### src/rtl/game_pkg.sv
// Shared phase encoding for the game-phase controller and anything that decodes `phase`.
package game_pkg;

    typedef enum logic [1:0] {
        PH_IDLE  = 2'd0,
        PH_RUN   = 2'd1,
        PH_PAUSE = 2'd2,
        PH_OVER  = 2'd3
    } phase_t;

    // A round is "in progress" while running or paused.
    function automatic logic is_active(input phase_t p);
        return (p == PH_RUN) || (p == PH_PAUSE);
    endfunction

endpackage

### src/rtl/sec_tick.sv
// Seconds divider: counts 0..TICK_DIV-1 while enabled and pulses `tick` on the wrap cycle.
module sec_tick #(
    parameter int TICK_DIV = 50_000_000
) (
    input  logic clk,
    input  logic rst,
    input  logic en,
    input  logic clr,
    output logic tick
);

    localparam int CW = (TICK_DIV > 1) ? $clog2(TICK_DIV) : 1;

    logic [CW-1:0] count;
    logic          at_wrap;

    assign at_wrap = (count == CW'(TICK_DIV - 1));
    // Holding `en` low freezes the count, so a paused round resumes mid-second.
    assign tick    = en && at_wrap;

    always_ff @(posedge clk) begin
        if (!rst) begin
            count <= '0;
        end else if (clr) begin
            count <= '0;
        end else if (en) begin
            count <= at_wrap ? '0 : count + CW'(1);
        end
    end

endmodule

### src/rtl/game_phase_ctrl.sv
// Game-phase controller: IDLE/RUN/PAUSE/OVER with lives and per-second countdown.
// Optional pause support is compiled in with `define GAME_PAUSE_EN.
module game_phase_ctrl
    import game_pkg::*;
#(
    parameter int LIVES      = 3,
    parameter int TIME_LIMIT = 60,
    parameter int TICK_DIV   = 50_000_000
) (
    input  logic                            clk,
    input  logic                            rst,
    input  logic                            start,
    input  logic                            pause,
    input  logic                            hit,
    output logic [1:0]                      phase,
    output logic                            gamestart,
    output logic                            paused,
    output logic                            gameover,
    output logic [$clog2(LIVES+1)-1:0]      lives_left,
    output logic [$clog2(TIME_LIMIT+1)-1:0] time_left
);

    localparam int LW = $clog2(LIVES + 1);
    localparam int TW = $clog2(TIME_LIMIT + 1);

    phase_t        state_q;
    phase_t        state_d;
    logic [LW-1:0] lives_d;
    logic [TW-1:0] time_d;

    logic start_q;
    logic hit_q;
    logic start_edge;
    logic hit_edge;
    logic pause_edge;

    logic tick;
    logic tick_en;
    logic tick_clr;

    // Previous-value registers reset to 0, so a level held through reset is seen as an edge.
    always_ff @(posedge clk) begin
        if (!rst) begin
            start_q <= 1'b0;
            hit_q   <= 1'b0;
        end else begin
            start_q <= start;
            hit_q   <= hit;
        end
    end

    assign start_edge = start && !start_q;
    assign hit_edge   = hit && !hit_q;

`ifdef GAME_PAUSE_EN
    logic pause_q;

    always_ff @(posedge clk) begin
        if (!rst) begin
            pause_q <= 1'b0;
        end else begin
            pause_q <= pause;
        end
    end

    assign pause_edge = pause && !pause_q;
`else
    logic unused_pause;

    assign unused_pause = pause;
    assign pause_edge   = 1'b0;
`endif

    assign tick_en = (state_q == PH_RUN);

    sec_tick #(
        .TICK_DIV(TICK_DIV)
    ) u_sec_tick (
        .clk (clk),
        .rst (rst),
        .en  (tick_en),
        .clr (tick_clr),
        .tick(tick)
    );

    always_comb begin
        state_d  = state_q;
        lives_d  = lives_left;
        time_d   = time_left;
        tick_clr = 1'b0;

        case (state_q)
            PH_IDLE, PH_OVER: begin
                if (start_edge) begin
                    state_d  = PH_RUN;
                    lives_d  = LW'(LIVES);
                    time_d   = TW'(TIME_LIMIT);
                    tick_clr = 1'b1;
                end
            end
            PH_RUN: begin
                // Both decrements apply even on the cycle that ends the round.
                if (hit_edge && (lives_left != '0)) begin
                    lives_d = lives_left - LW'(1);
                end
                if (tick && (time_left != '0)) begin
                    time_d = time_left - TW'(1);
                end
                if ((hit_edge && (lives_left == LW'(1))) ||
                    (tick && (time_left == TW'(1)))) begin
                    state_d = PH_OVER;
                end else if (pause_edge) begin
                    state_d = PH_PAUSE;
                end
            end
            PH_PAUSE: begin
                if (pause_edge) begin
                    state_d = PH_RUN;
                end
            end
            default: state_d = PH_IDLE;
        endcase
    end

    always_ff @(posedge clk) begin
        if (!rst) begin
            state_q    <= PH_IDLE;
            lives_left <= '0;
            time_left  <= '0;
            gamestart  <= 1'b0;
            gameover   <= 1'b0;
        end else begin
            state_q    <= state_d;
            lives_left <= lives_d;
            time_left  <= time_d;
            gamestart  <= is_active(state_d);
            gameover   <= (state_d == PH_OVER);
        end
    end

`ifdef GAME_PAUSE_EN
    always_ff @(posedge clk) begin
        if (!rst) begin
            paused <= 1'b0;
        end else begin
            paused <= (state_d == PH_PAUSE);
        end
    end
`else
    assign paused = 1'b0;
`endif

    assign phase = state_q;

endmodule

### config.mk
export PLATFORM = sky130hd
export DESIGN_NAME = game_phase_ctrl
export DESIGN_NICKNAME = d
export VERILOG_FILES = /design/src/rtl/game_pkg.sv /design/src/rtl/sec_tick.sv /design/src/rtl/game_phase_ctrl.sv
export SDC_FILE = /design/constraint.sdc
export NUM_CORES = 1
export LEC_CHECK = 0
export BUFFER_PORTS_ARGS = -buffer_cell sky130_fd_sc_hd__buf_2
export CAP_MARGIN = 40
export CORE_MARGIN = 2
export CORE_UTILIZATION = 40
export CTS_CLUSTER_DIAMETER = 100
export DETAILED_ROUTE_END_ITERATION = 8
export HOLD_SLACK_MARGIN = 0.05
export PLACE_DENSITY_LB_ADDON = 0.15
export SLEW_MARGIN = 30
export SYNTH_ARGS = -nofsm -noshare
export SYNTH_HDL_FRONTEND = slang
export SYNTH_HIERARCHICAL = 1
export SYNTH_SLANG_ARGS = --single-unit
export TNS_END_PERCENT = 10
### constraint.sdc
create_clock -name clk -period 2 [get_ports clk]
set_input_delay 0.1 -clock clk [delete_from_list [all_inputs] [get_ports clk]]
set_output_delay 0.1 -clock clk [all_outputs]
set_load 0.03 [all_outputs]
==> flow_summary.toml <==
[power_and_ir_drop]
worst_ir_drop_vdd_mv = 0.370
total_leakage_power_nw = 0.982
power_mw = 1.68
powerDensity_nw_per_um2 = 654

[synthesis]
synth_largest_type_area_fraction = 0.385
synth.avg_cell_area_um2 = 8.84
synth_area_leader_cell = "dfxtp_1"
mappedNetlistNets = 251
synth-seq-cells = 40
netlist_top_cells_area = "dfxtp_1 (39%), ha_1 (6.6%), nor2_1 (4.3%), a21oi_1 (3.6%), nand4_1 (3.0%)"
netlist_top_cells_count = "dfxtp_1 (40), nor2_1 (24), a21oi_1 (15), inv_1 (15), ha_1 (11)"
synth_cells = 235
synth-edff-count = 0
synth-async-reset-ratio = 0
synthFlopType = "dfxtp_1"
ys_warn_count = 6
synth_most_common_cell = "dfxtp_1"
ys_types = 50
syn_area_um2 = 2080
yosysSeqAreaShare = 0.385

[sta]
fin_worst_skew_ns = 0.00820
timing.final.max_slew_violations = 0
fmax_mhz = 507
holdWs_ns = 0.172
finalWorstSetupSlack_ns = 0.0290
layout_worst_path_cycle_share = 0.985
rsz0062_at_grt = "true"
hold_violations = 0
final_worst_path_period_need_ns = 1.97
report.final.setup_viol = 0

[final_layout]
drive_above_1_share = 0.249
antenna_cells_inserted = 0
syn_to_final_growth_pct = 23.3
final-instance-count-excl-fill = 351
utilization = 0.505
final_nets = 296

[run]
maxCapViolations = 0

[global_route]
grt_antenna_before_repair = 0
global_route.usage.total = 0.168
grt-ovfl-total = 0
grt_first_pass_wirelength_um = 7980
number_of_global_route_vias_before_repair = 1784
maximum_number_of_pins_on_one_net_before_global_route_repair = 25

[clock_tree]
worst_skew_pair.late_latency_ns = 0.28
cts_tree = "yes"
cts-root-to-sink-buffers = 2
cts_buffers = 5
ctsRootBufferMaster = "clkbuf_8"
clock_tree.htree_level_count = 2
clk_pin_slew_worst_paths_ns = 0.08
cts_sinks = 40

[setup_path]
worst-endpoint-required_ns = 2.18
cp-end-kind = "flop"
worstPathArrival_ns = 2.16
crit_fanout = 4
crit_type = "flop to flop"
worst_setup_path_start_kind = "flop"

[floorplan]
fp.dieH_um = 76.1
core.rowCount = 26
floorplan.initialDensity = 0.410
die_area_um2 = 5790
fp.coreArea_um2 = 5070
io_pins = 18
fp.dieW_um = 76.1

[placed_design]
io_buffers = 15
place_congestion = 0.807
dp_cells = 340
detailed_place_hpwl_um = 3220
preCtsSetupSlack_ns = 0.000397

[run_status]
outcome = "completed"

[detailed_routing]
via_count = 1831
detail_route.first_pass.iterations = 4
postRouteAntennaNets = 0
wl_per_cell_um = 13.0
postRouteWirelength_um = 4560
drcViolationCount = 0
viasPerCell = 5.22
dr.first_iter.drc_count = 67

[min_path]
worst_hold_path_type = "input pin to flop"
flip-flops by register name, summed over array words and instances, names as in the netlist:
| register | flops |
|---|---|
| gameover | 1 |
| gamestart | 1 |
| time_left | 6 |
| lives_left | 2 |
| hit_q | 1 |
| start_q | 1 |
| phase | 2 |
| u_sec_tick/count | 26 |
per-layer routing:
layer	share of wire	up-vias	track usage	wire length [µm]
met1	0.49	858	0.211	2220
li1	-	948	-	-
met4	0.016	0	0.0582	74
met5	0	-	0	0
met2	0.47	19	0.283	2160
met3	0.022	6	0.0427	102
worst max-delay path: stages (launching register included):
cell and delay, ns:
dfxtp_4 0.36, inv_4 0.04, ha_4 0.16, and3_4 0.15
nand4_1 0.11, nor3_2 0.06, a32o_1 0.22, a221o_1 0.34
ha_1 0.29, and2_1 0.15
kinds of logic (layout without fill, tap and decap cells):
family,Yosys count,after routing,share of synthesized area
multiplexers,1,1,0.00482
buffers and inverters,22,68,0.0512
AO/OA/AOI/OAI,48,48,0.155
XOR/XNOR,12,12,0.0506
flip-flops,40,40,0.385
other,1,1,0.00180
adder cells (fa/ha/maj),11,11,0.0662
AND/OR/NAND/NOR,100,100,0.285
power by group:
| part | leakage (nW) | internal, mW | switching (mW) |
|---|---|---|---|
| registers | 0.326 | 0.825 | 0.0332 |
| logic | 0.614 | 0.121 | 0.183 |
| clock network | 0.0422 | 0.245 | 0.268 |
cell type report:
class | count | area (µm²)
clock inverter | 1 | 5.00
clock buffer | 7 | 76.3
sequential | 40 | 808
multi-input combinational | 173 | 1200
fill | 526 | 2510
inverter | 15 | 58.8
timing repair buffer | 45 | 322
tap | 70 | 87.6
metrics by stage:
step / TNS (ns) / area (µm²)
3_5_place_dp: 0 / 2430
2_1_floorplan: 0 / 2100
4_1_cts: 0 / 2540
6_report: 0 / 2560
5_1_grt: -0.308 / 2560
3_3_place_gp: 0 / 2430
path summary, 6_finish.rpt:
check / from / to / slack (ns) / cells after the start
worst max register to register: phase[1] / gamestart / 0.03 / 9
worst min-delay path: rst / time_left[4] / 0.17 / 2
worst min register to register: u_sec_tick/count[25] / u_sec_tick/count[25] / 0.50 / 2
worst max-delay path: phase[1] / gamestart / 0.03 / 9
layout by cell type, fill, tap and decap left out, types with 7 or more instances in the layout:
master	n
ha_1	10
a21oi_1	15
nand4_1	10
o31ai_1	7
nand2_1	10
nor2_1	24
o21ai_0	9
inv_1	14
buf_4	26
dfxtp_1	38
buf_2	15
what timing repair did:
item / CTS / global route
buffers inserted: 0 / 1
hold buffers: 2 / 0
setup endpoints to repair: 1 / 10
pin swaps: 0 / 2
resized for setup: 1 / 4
cloned: 0 / 0
hold endpoints to repair: 2 / 0
(Power assumes the default switching activity.)
